[src/rtl/branch_pred_ctrl_if.sv]
// Fetch/execute-side signal bundle for the branch predictor controller.
// The master drives lookups and resolves; the slave (the predictor) returns status.
interface branch_pred_ctrl_if;
    logic        lookup_valid;
    logic [63:0] lookup_pc;
    logic        pred_taken;
    logic        stall;
    logic        resolve_valid;
    logic        resolve_taken;
    logic        mispredict;
    logic [2:0]  inflight;
    logic        resolve_err;
    logic [15:0] miss_cnt;

    modport master (
        output lookup_valid, lookup_pc, resolve_valid, resolve_taken,
        input  pred_taken, stall, mispredict, inflight, resolve_err, miss_cnt
    );

    modport slave (
        input  lookup_valid, lookup_pc, resolve_valid, resolve_taken,
        output pred_taken, stall, mispredict, inflight, resolve_err, miss_cnt
    );
endinterface

[src/rtl/branch_pred_ctrl.sv]
// Bimodal branch predictor: a table of 2-bit saturating counters plus an
// in-order queue of unresolved predictions that is flushed on a mispredict.
module branch_pred_ctrl #(
    parameter int IDX_W  = 4,
    parameter int QDEPTH = 4
) (
    input  logic               clk,
    input  logic               reset,
    branch_pred_ctrl_if.slave  bp
);
    localparam int          ENTRIES = 1 << IDX_W;
    localparam int          PTR_W   = (QDEPTH > 1) ? $clog2(QDEPTH) : 1;
    localparam logic [2:0]  DEPTH_C = 3'(QDEPTH);
    localparam logic [1:0]  CTR_ST  = 2'd2;

    function automatic logic [1:0] ctr_next(input logic [1:0] ctr, input logic taken);
        logic [1:0] r;
        r = ctr;
        if (taken) begin
            if (ctr != 2'd3) r = ctr + 2'd1;
            else             r = ctr;
        end else begin
            if (ctr != 2'd0) r = ctr - 2'd1;
            else             r = ctr;
        end
        return r;
    endfunction

    function automatic logic [PTR_W-1:0] ptr_next(input logic [PTR_W-1:0] p);
        logic [PTR_W-1:0] r;
        if (p == PTR_W'(QDEPTH - 1)) r = '0;
        else                         r = p + PTR_W'(1);
        return r;
    endfunction

    logic [1:0]       table_q     [ENTRIES];
    logic [IDX_W-1:0] fifo_idx_q  [QDEPTH];
    logic             fifo_pred_q [QDEPTH];
    logic [PTR_W-1:0] wr_ptr_q, wr_ptr_d;
    logic [PTR_W-1:0] rd_ptr_q, rd_ptr_d;
    logic [2:0]       cnt_q, cnt_d;
    logic             mispredict_q, mispredict_d;
    logic             resolve_err_q, resolve_err_d;
    logic [15:0]      miss_cnt_q, miss_cnt_d;

    logic [IDX_W-1:0] lk_idx_s;
    logic [IDX_W-1:0] head_idx_s;
    logic             head_pred_s;
    logic             pred_s;
    logic             stall_s;
    logic             push_s;
    logic             pop_s;
    logic             miss_s;
    logic             fifo_we_s;
    logic             pc_unused_s;

    // Only the word-aligned index bits of the PC select a counter.
    assign pc_unused_s = ^{bp.lookup_pc[63:IDX_W+2], bp.lookup_pc[1:0]};

    // Lookup, queue control and next-state computation.
    always_comb begin
        lk_idx_s    = bp.lookup_pc[IDX_W+1:2];
        if (bp.lookup_valid) pred_s = table_q[lk_idx_s][1];
        else                 pred_s = 1'b0;
        stall_s     = (cnt_q == DEPTH_C);
        push_s      = bp.lookup_valid && !stall_s;
        pop_s       = bp.resolve_valid && (cnt_q != 3'd0);
        head_idx_s  = fifo_idx_q[rd_ptr_q];
        head_pred_s = fifo_pred_q[rd_ptr_q];
        miss_s      = pop_s && (bp.resolve_taken != head_pred_s);
        fifo_we_s   = push_s && !miss_s;

        wr_ptr_d = wr_ptr_q;
        rd_ptr_d = rd_ptr_q;
        cnt_d    = cnt_q;
        if (miss_s) begin
            wr_ptr_d = '0;
            rd_ptr_d = '0;
            cnt_d    = 3'd0;
        end else begin
            if (push_s) wr_ptr_d = ptr_next(wr_ptr_q);
            else        wr_ptr_d = wr_ptr_q;
            if (pop_s)  rd_ptr_d = ptr_next(rd_ptr_q);
            else        rd_ptr_d = rd_ptr_q;
            case ({push_s, pop_s})
                2'b10:   cnt_d = cnt_q + 3'd1;
                2'b01:   cnt_d = cnt_q - 3'd1;
                default: cnt_d = cnt_q;
            endcase
        end

        mispredict_d = miss_s;
        if (miss_s && (miss_cnt_q != 16'hFFFF)) miss_cnt_d = miss_cnt_q + 16'd1;
        else                                    miss_cnt_d = miss_cnt_q;
        if (bp.resolve_valid && (cnt_q == 3'd0)) resolve_err_d = 1'b1;
        else                                     resolve_err_d = resolve_err_q;
    end

    // State registers; table update uses the pre-edge counter so a same-cycle lookup sees the old value.
    always_ff @(posedge clk or negedge reset) begin
        if (!reset) begin
            table_q       <= '{default: CTR_ST};
            fifo_idx_q    <= '{default: '0};
            fifo_pred_q   <= '{default: 1'b0};
            wr_ptr_q      <= '0;
            rd_ptr_q      <= '0;
            cnt_q         <= 3'd0;
            mispredict_q  <= 1'b0;
            resolve_err_q <= 1'b0;
            miss_cnt_q    <= 16'd0;
        end else begin
            if (pop_s) table_q[head_idx_s] <= ctr_next(table_q[head_idx_s], bp.resolve_taken);
            if (fifo_we_s) begin
                fifo_idx_q[wr_ptr_q]  <= lk_idx_s;
                fifo_pred_q[wr_ptr_q] <= pred_s;
            end
            wr_ptr_q      <= wr_ptr_d;
            rd_ptr_q      <= rd_ptr_d;
            cnt_q         <= cnt_d;
            mispredict_q  <= mispredict_d;
            resolve_err_q <= resolve_err_d;
            miss_cnt_q    <= miss_cnt_d;
        end
    end

    assign bp.pred_taken  = pred_s;
    assign bp.stall       = stall_s;
    assign bp.mispredict  = mispredict_q;
    assign bp.inflight    = cnt_q;
    assign bp.resolve_err = resolve_err_q;
    assign bp.miss_cnt    = miss_cnt_q;
endmodule

[src/flat_wrapper.sv]
// flat-port wrapper written by rule: the top's interface ports become plain ports
module branch_pred_ctrl_flat 
#(
    parameter int IDX_W  = 4,
    parameter int QDEPTH = 4
)
  (clk, reset, bp_lookup_valid, bp_lookup_pc, bp_resolve_valid, bp_resolve_taken, bp_pred_taken, bp_stall, bp_mispredict, bp_inflight, bp_resolve_err, bp_miss_cnt);
  branch_pred_ctrl_if bp_i ();
  input  logic clk;
  input  logic reset;
  input wire logic [$bits(bp_i.lookup_valid)-1:0] bp_lookup_valid;
  input wire logic [$bits(bp_i.lookup_pc)-1:0] bp_lookup_pc;
  input wire logic [$bits(bp_i.resolve_valid)-1:0] bp_resolve_valid;
  input wire logic [$bits(bp_i.resolve_taken)-1:0] bp_resolve_taken;
  output wire logic [$bits(bp_i.pred_taken)-1:0] bp_pred_taken;
  output wire logic [$bits(bp_i.stall)-1:0] bp_stall;
  output wire logic [$bits(bp_i.mispredict)-1:0] bp_mispredict;
  output wire logic [$bits(bp_i.inflight)-1:0] bp_inflight;
  output wire logic [$bits(bp_i.resolve_err)-1:0] bp_resolve_err;
  output wire logic [$bits(bp_i.miss_cnt)-1:0] bp_miss_cnt;
  assign bp_i.lookup_valid = bp_lookup_valid;
  assign bp_i.lookup_pc = bp_lookup_pc;
  assign bp_i.resolve_valid = bp_resolve_valid;
  assign bp_i.resolve_taken = bp_resolve_taken;
  assign bp_pred_taken = bp_i.pred_taken;
  assign bp_stall = bp_i.stall;
  assign bp_mispredict = bp_i.mispredict;
  assign bp_inflight = bp_i.inflight;
  assign bp_resolve_err = bp_i.resolve_err;
  assign bp_miss_cnt = bp_i.miss_cnt;
  branch_pred_ctrl #(.IDX_W(IDX_W), .QDEPTH(QDEPTH)) u_core (.clk(clk), .reset(reset), .bp(bp_i));
endmodule
[config.mk]
export PLATFORM = sky130hd
export DESIGN_NAME = branch_pred_ctrl_flat
export DESIGN_NICKNAME = d
export VERILOG_FILES = /design/src/rtl/branch_pred_ctrl_if.sv /design/src/rtl/branch_pred_ctrl.sv /design/src/flat_wrapper.sv
export SDC_FILE = /design/constraint.sdc
export NUM_CORES = 1
export LEC_CHECK = 0
export ABC_CLOCK_PERIOD_IN_PS = 8800
export BUFFER_PORTS_ARGS = -buffer_cell sky130_fd_sc_hd__buf_4
export CAP_MARGIN = 30
export CORE_MARGIN = 4
export CORE_UTILIZATION = 58
export CTS_CLUSTER_SIZE = 20
export DETAILED_ROUTE_END_ITERATION = 6
export MAX_ROUTING_LAYER = met4
export PLACE_DENSITY = 0.85
export SYNTH_ARGS = -nofsm -noshare
export SYNTH_HDL_FRONTEND = slang
export SYNTH_SLANG_ARGS = --single-unit
[constraint.sdc]
create_clock -name clk -period 8.8 [get_ports clk]
set_clock_uncertainty 0.05 [all_clocks]
set_input_delay 2.64 -clock clk [delete_from_list [all_inputs] [get_ports clk]]
set_output_delay 2.64 -clock clk [all_outputs]
set_load 0.1 [all_outputs]
==> impl_metrics.env <==
export IMPL_clockRootBuffer="clkbuf_8"
export IMPL_synth_nets=414
export IMPL_synth_ff_type="dfrtp_1"
export IMPL_crit_buf_inv=2
export IMPL_ys_seq_area_share_pct=48.2
export IMPL_crit_family="multiplexers"
export IMPL_cap_violations=0
export IMPL_fmax_mhz=141
export IMPL_slowest_stage="mux4_2"
export IMPL_hold_viol=0
export IMPL_synth_xor_area_share_pct=4.12
export IMPL_min_period_ns=7.07
export IMPL_htreeDepth=3
export IMPL_utilization_pct=66.7
export IMPL_drc=0
export IMPL_holdCritStartpoint="u_core.bp.resolve_err"
export IMPL_grt_max_degree=78
export IMPL_synthAdderAreaFrac_pct=2.66
export IMPL_path_max_fanout=8
export IMPL_worstHoldPathCells=1
export IMPL_drtIter0Drc=200
export IMPL_ys_ff_latch=77
export IMPL_synthMuxAreaShare_pct=23.4
export IMPL_grt_setup_unrepaired="no"
export IMPL_nets=447
export IMPL_avgRoutedWirePerCell_microns=17.4
export IMPL_drt_wl_total_mm=8.20
export IMPL_yosysWarnings=0
export IMPL_fin_crit_sh_pct=80.4
export IMPL_relSlewSlack_pct=32.4
export IMPL_setup_viol=0
export IMPL_endpoint_kind="output port"
export IMPL_crit_arrival_ns=4.38
export IMPL_r2r_setup_slack_ns=5.69
export IMPL_cts_max_path_buffers=2
export IMPL_slew_violations=0
export IMPL_synthArstFlopShare_pct=100
export IMPL_drtPass1Iterations=5
export IMPL_cts_hold_buffers=0
export IMPL_globalRouteTotalUtil_pct=21.5
export IMPL_port_buffers=31
export IMPL_die_area_sq_um=8360
export IMPL_post_cts_buffers=0
export IMPL_synth_compound_area_share_pct=6.35
export IMPL_cp_start_kind="input pin"
export IMPL_tightestPinTransition_ns=1.01
export IMPL_critPathMaxStageDelay_ns=0.53
export IMPL_synth_top_family_by_area="multiplexers"
export IMPL_drive_above_1_share_pct=31.7
export IMPL_io_pins=92
export IMPL_place_congestion=0.809
export IMPL_syn_area_sq_um=4040
export IMPL_cts_resized=0
export IMPL_tritoncts="built"
export IMPL_clkSlewWorstSetupHoldPaths_ns=0.08
export IMPL_grt_pass1_vias=2866
export IMPL_core_area_sq_um=6790
export IMPL_whs_endpoint="u_core.bp.resolve_err"
export IMPL_initial_core_util_pct=59.4
export IMPL_grt_overflow=0
export IMPL_clk_latency_ns=0.35
export IMPL_synth_edff_count=0
export IMPL_grt_pass1_wl_mm=13.9
export IMPL_syn_avg_cell_area_sq_um=12.0
export IMPL_r2r_end="u_core.table_q[14]"
export IMPL_intPower_w=0.00100
export IMPL_die_w_microns=91.5
export IMPL_syn_to_final_growth_pct=12.2
export IMPL_netlist_instances=337
export IMPL_status="completed"
export IMPL_p_leak_nw=2.01
export IMPL_antenna_found_initial=0
export IMPL_yosysUniqueCellTypes=43
export IMPL_final_antenna_net_count=0
export IMPL_cts_sinks=77
export IMPL_dp_hpwl_mm=5.68
export IMPL_die_h_microns=91.5
export IMPL_r2r_start="u_core.rd_ptr_q[0]"
export IMPL_path_cells="buf_4 -> mux4_2 -> mux4_2 -> and2_0 -> buf_4"
export IMPL_antennaDiodeCount=0
export IMPL_p_per_area_nw_per_um2=406
export IMPL_clockPowerShare_pct=13.1
export IMPL_routed_via_count=2775
export IMPL_swShare_pct=45.6
export IMPL_power_switching_w=0.000838
export IMPL_p_seq_share_pct=33.9
export IMPL_p_comb_share_pct=53.0
export IMPL_setup_tns_ns=0
export IMPL_ir_worst_vdd_v=0.000337
export IMPL_post_drt_via_cell_ratio=5.89
export IMPL_numCtsBuffers=9
export IMPL_rows=30
export IMPL_yosys_area_share_simple_pct=13.0
export IMPL_hp_class="flop to flop"
export IMPL_worst_ep_required_time_ns=6.11
export IMPL_reg2reg_depth=5
export IMPL_criticalPathCategory="input pin to output port"
cells in the final DEF (no fill, tap or decap), drive strengths merged, types with 2 or more instances in the layout:
master,n
a21oi,3
o21ai,3
inv,7
nand3b,3
o31ai,16
a2111oi,2
clkinv,4
nand2b,3
nand4,3
mux2i,23
dfrtp,61
clkbuf,10
ha,7
mux4,10
and4,2
a211oi,2
xnor2,15
nor3b,2
clkinvlp,2
nor4,3
and3,5
buf,32
mux2,42
xor2,4
a21o,2
nor2b,5
nor3,6
nor2,20
o22ai,2
nand2,45
dfstp,16
nand3,9
and2,2
synth_stat cells, types with 4 or more instances:
master	number	area (sq um)
dfstp_2	16	420
o31ai_1	16	120
xnor2_1	15	131
xor2_1	4	35.0
ha_1	7	87.6
mux2_2	41	462
nor3_1	5	25.0
inv_1	7	26.3
and3_1	5	31.3
dfrtp_1	61	1530
nand2_1	45	169
mux2i_1	23	230
nand3_1	9	45.0
nor2b_1	5	31.3
mux4_2	7	158
buf_2	4	20.0
nor2_1	20	75.1
cells by family after synthesis:
group                    after synthesis
AND/OR/NAND/NOR                      110
adder cells (fa/ha/maj)                8
XOR/XNOR                              19
flip-flops                            77
buffers and inverters                 17
multiplexers                          75
AO/OA/AOI/OAI                         31
worst reg2reg max path, cell delays in order (launching register included):
cell and delay [ns]:
dfrtp_1 0.58, mux4_1 1.06, mux2_2 0.45, a2111oi_4 0.06
a311oi_2 0.62, o31ai_1 0.16
cell type report:
cell class / count / area, sq um
multi-input combinational: 243 / 2000
sequential: 77 / 1950
clock inverter: 6 / 38.8
tap: 96 / 120
timing repair buffer: 32 / 260
clock buffer: 10 / 138
inverter: 7 / 26.3
fill: 480 / 2260
how the worst max path moves through the flow:
stage | to | slack, ns | start | cells past startpoint
detailed placement | bp_pred_taken | 1.74 | bp_lookup_pc[2] | 5
global route | bp_pred_taken | 1.67 | bp_lookup_pc[2] | 5
finish | bp_pred_taken | 1.73 | bp_lookup_pc[2] | 5
global placement | bp_pred_taken | 1.77 | bp_lookup_pc[2] | 5
CTS | bp_pred_taken | 1.73 | bp_lookup_pc[2] | 5
floorplan | bp_pred_taken | 1.45 | bp_lookup_pc[2] | 4
sequential cells by signal, summed over array words and instances (netlist names):
| register | count |
|---|---|
| u_core.fifo_idx_q | 16 |
| u_core.bp.resolve_err | 1 |
| u_core.table_q | 32 |
| u_core.bp.mispredict | 1 |
| u_core.bp.miss_cnt | 16 |
| u_core.fifo_pred_q | 4 |
| u_core.wr_ptr_q | 2 |
| u_core.rd_ptr_q | 2 |
| u_core.bp.inflight | 3 |
power groups by stage:
stage	clock network, W	registers, W	logic [W]
after floorplan	0	0.000726	0.000684
after global placement	0	0.000615	0.000936
after detailed placement	0	0.000626	0.000970
after CTS	0.000245	0.000621	0.000976
after global routing	0.000264	0.000641	0.00106
final	0.000241	0.000623	0.000975
per-stage QoR:
stage | instances | total power, W | setup slack (ns) | area, sq um | hold slack [ns]
2_1_floorplan | 337 | 0.00141 | 1.45 | 4040 | 0.393
3_3_place_gp | 454 | 0.00155 | 1.77 | 4330 | 0.397
3_5_place_dp | 454 | 0.00160 | 1.74 | 4330 | 0.406
4_1_cts | 470 | 0.00184 | 1.73 | 4500 | 0.428
5_1_grt | 471 | 0.00197 | 1.67 | 4530 | 0.438
6_report | 471 | 0.00184 | 1.73 | 4530 | 0.428
per-layer routing:
| metal | wire, microns | global-route usage (%) | part of all wire, % |
|---|---|---|---|
| met1 | 3550 | 27.8 | 43 |
| met2 | 4050 | 33.5 | 49 |
| met3 | 451 | 4.31 | 5.5 |
| met4 | 146 | 8.04 | 1.8 |
| met5 | 0 | - | 0 |
(Power assumes the default switching activity.)
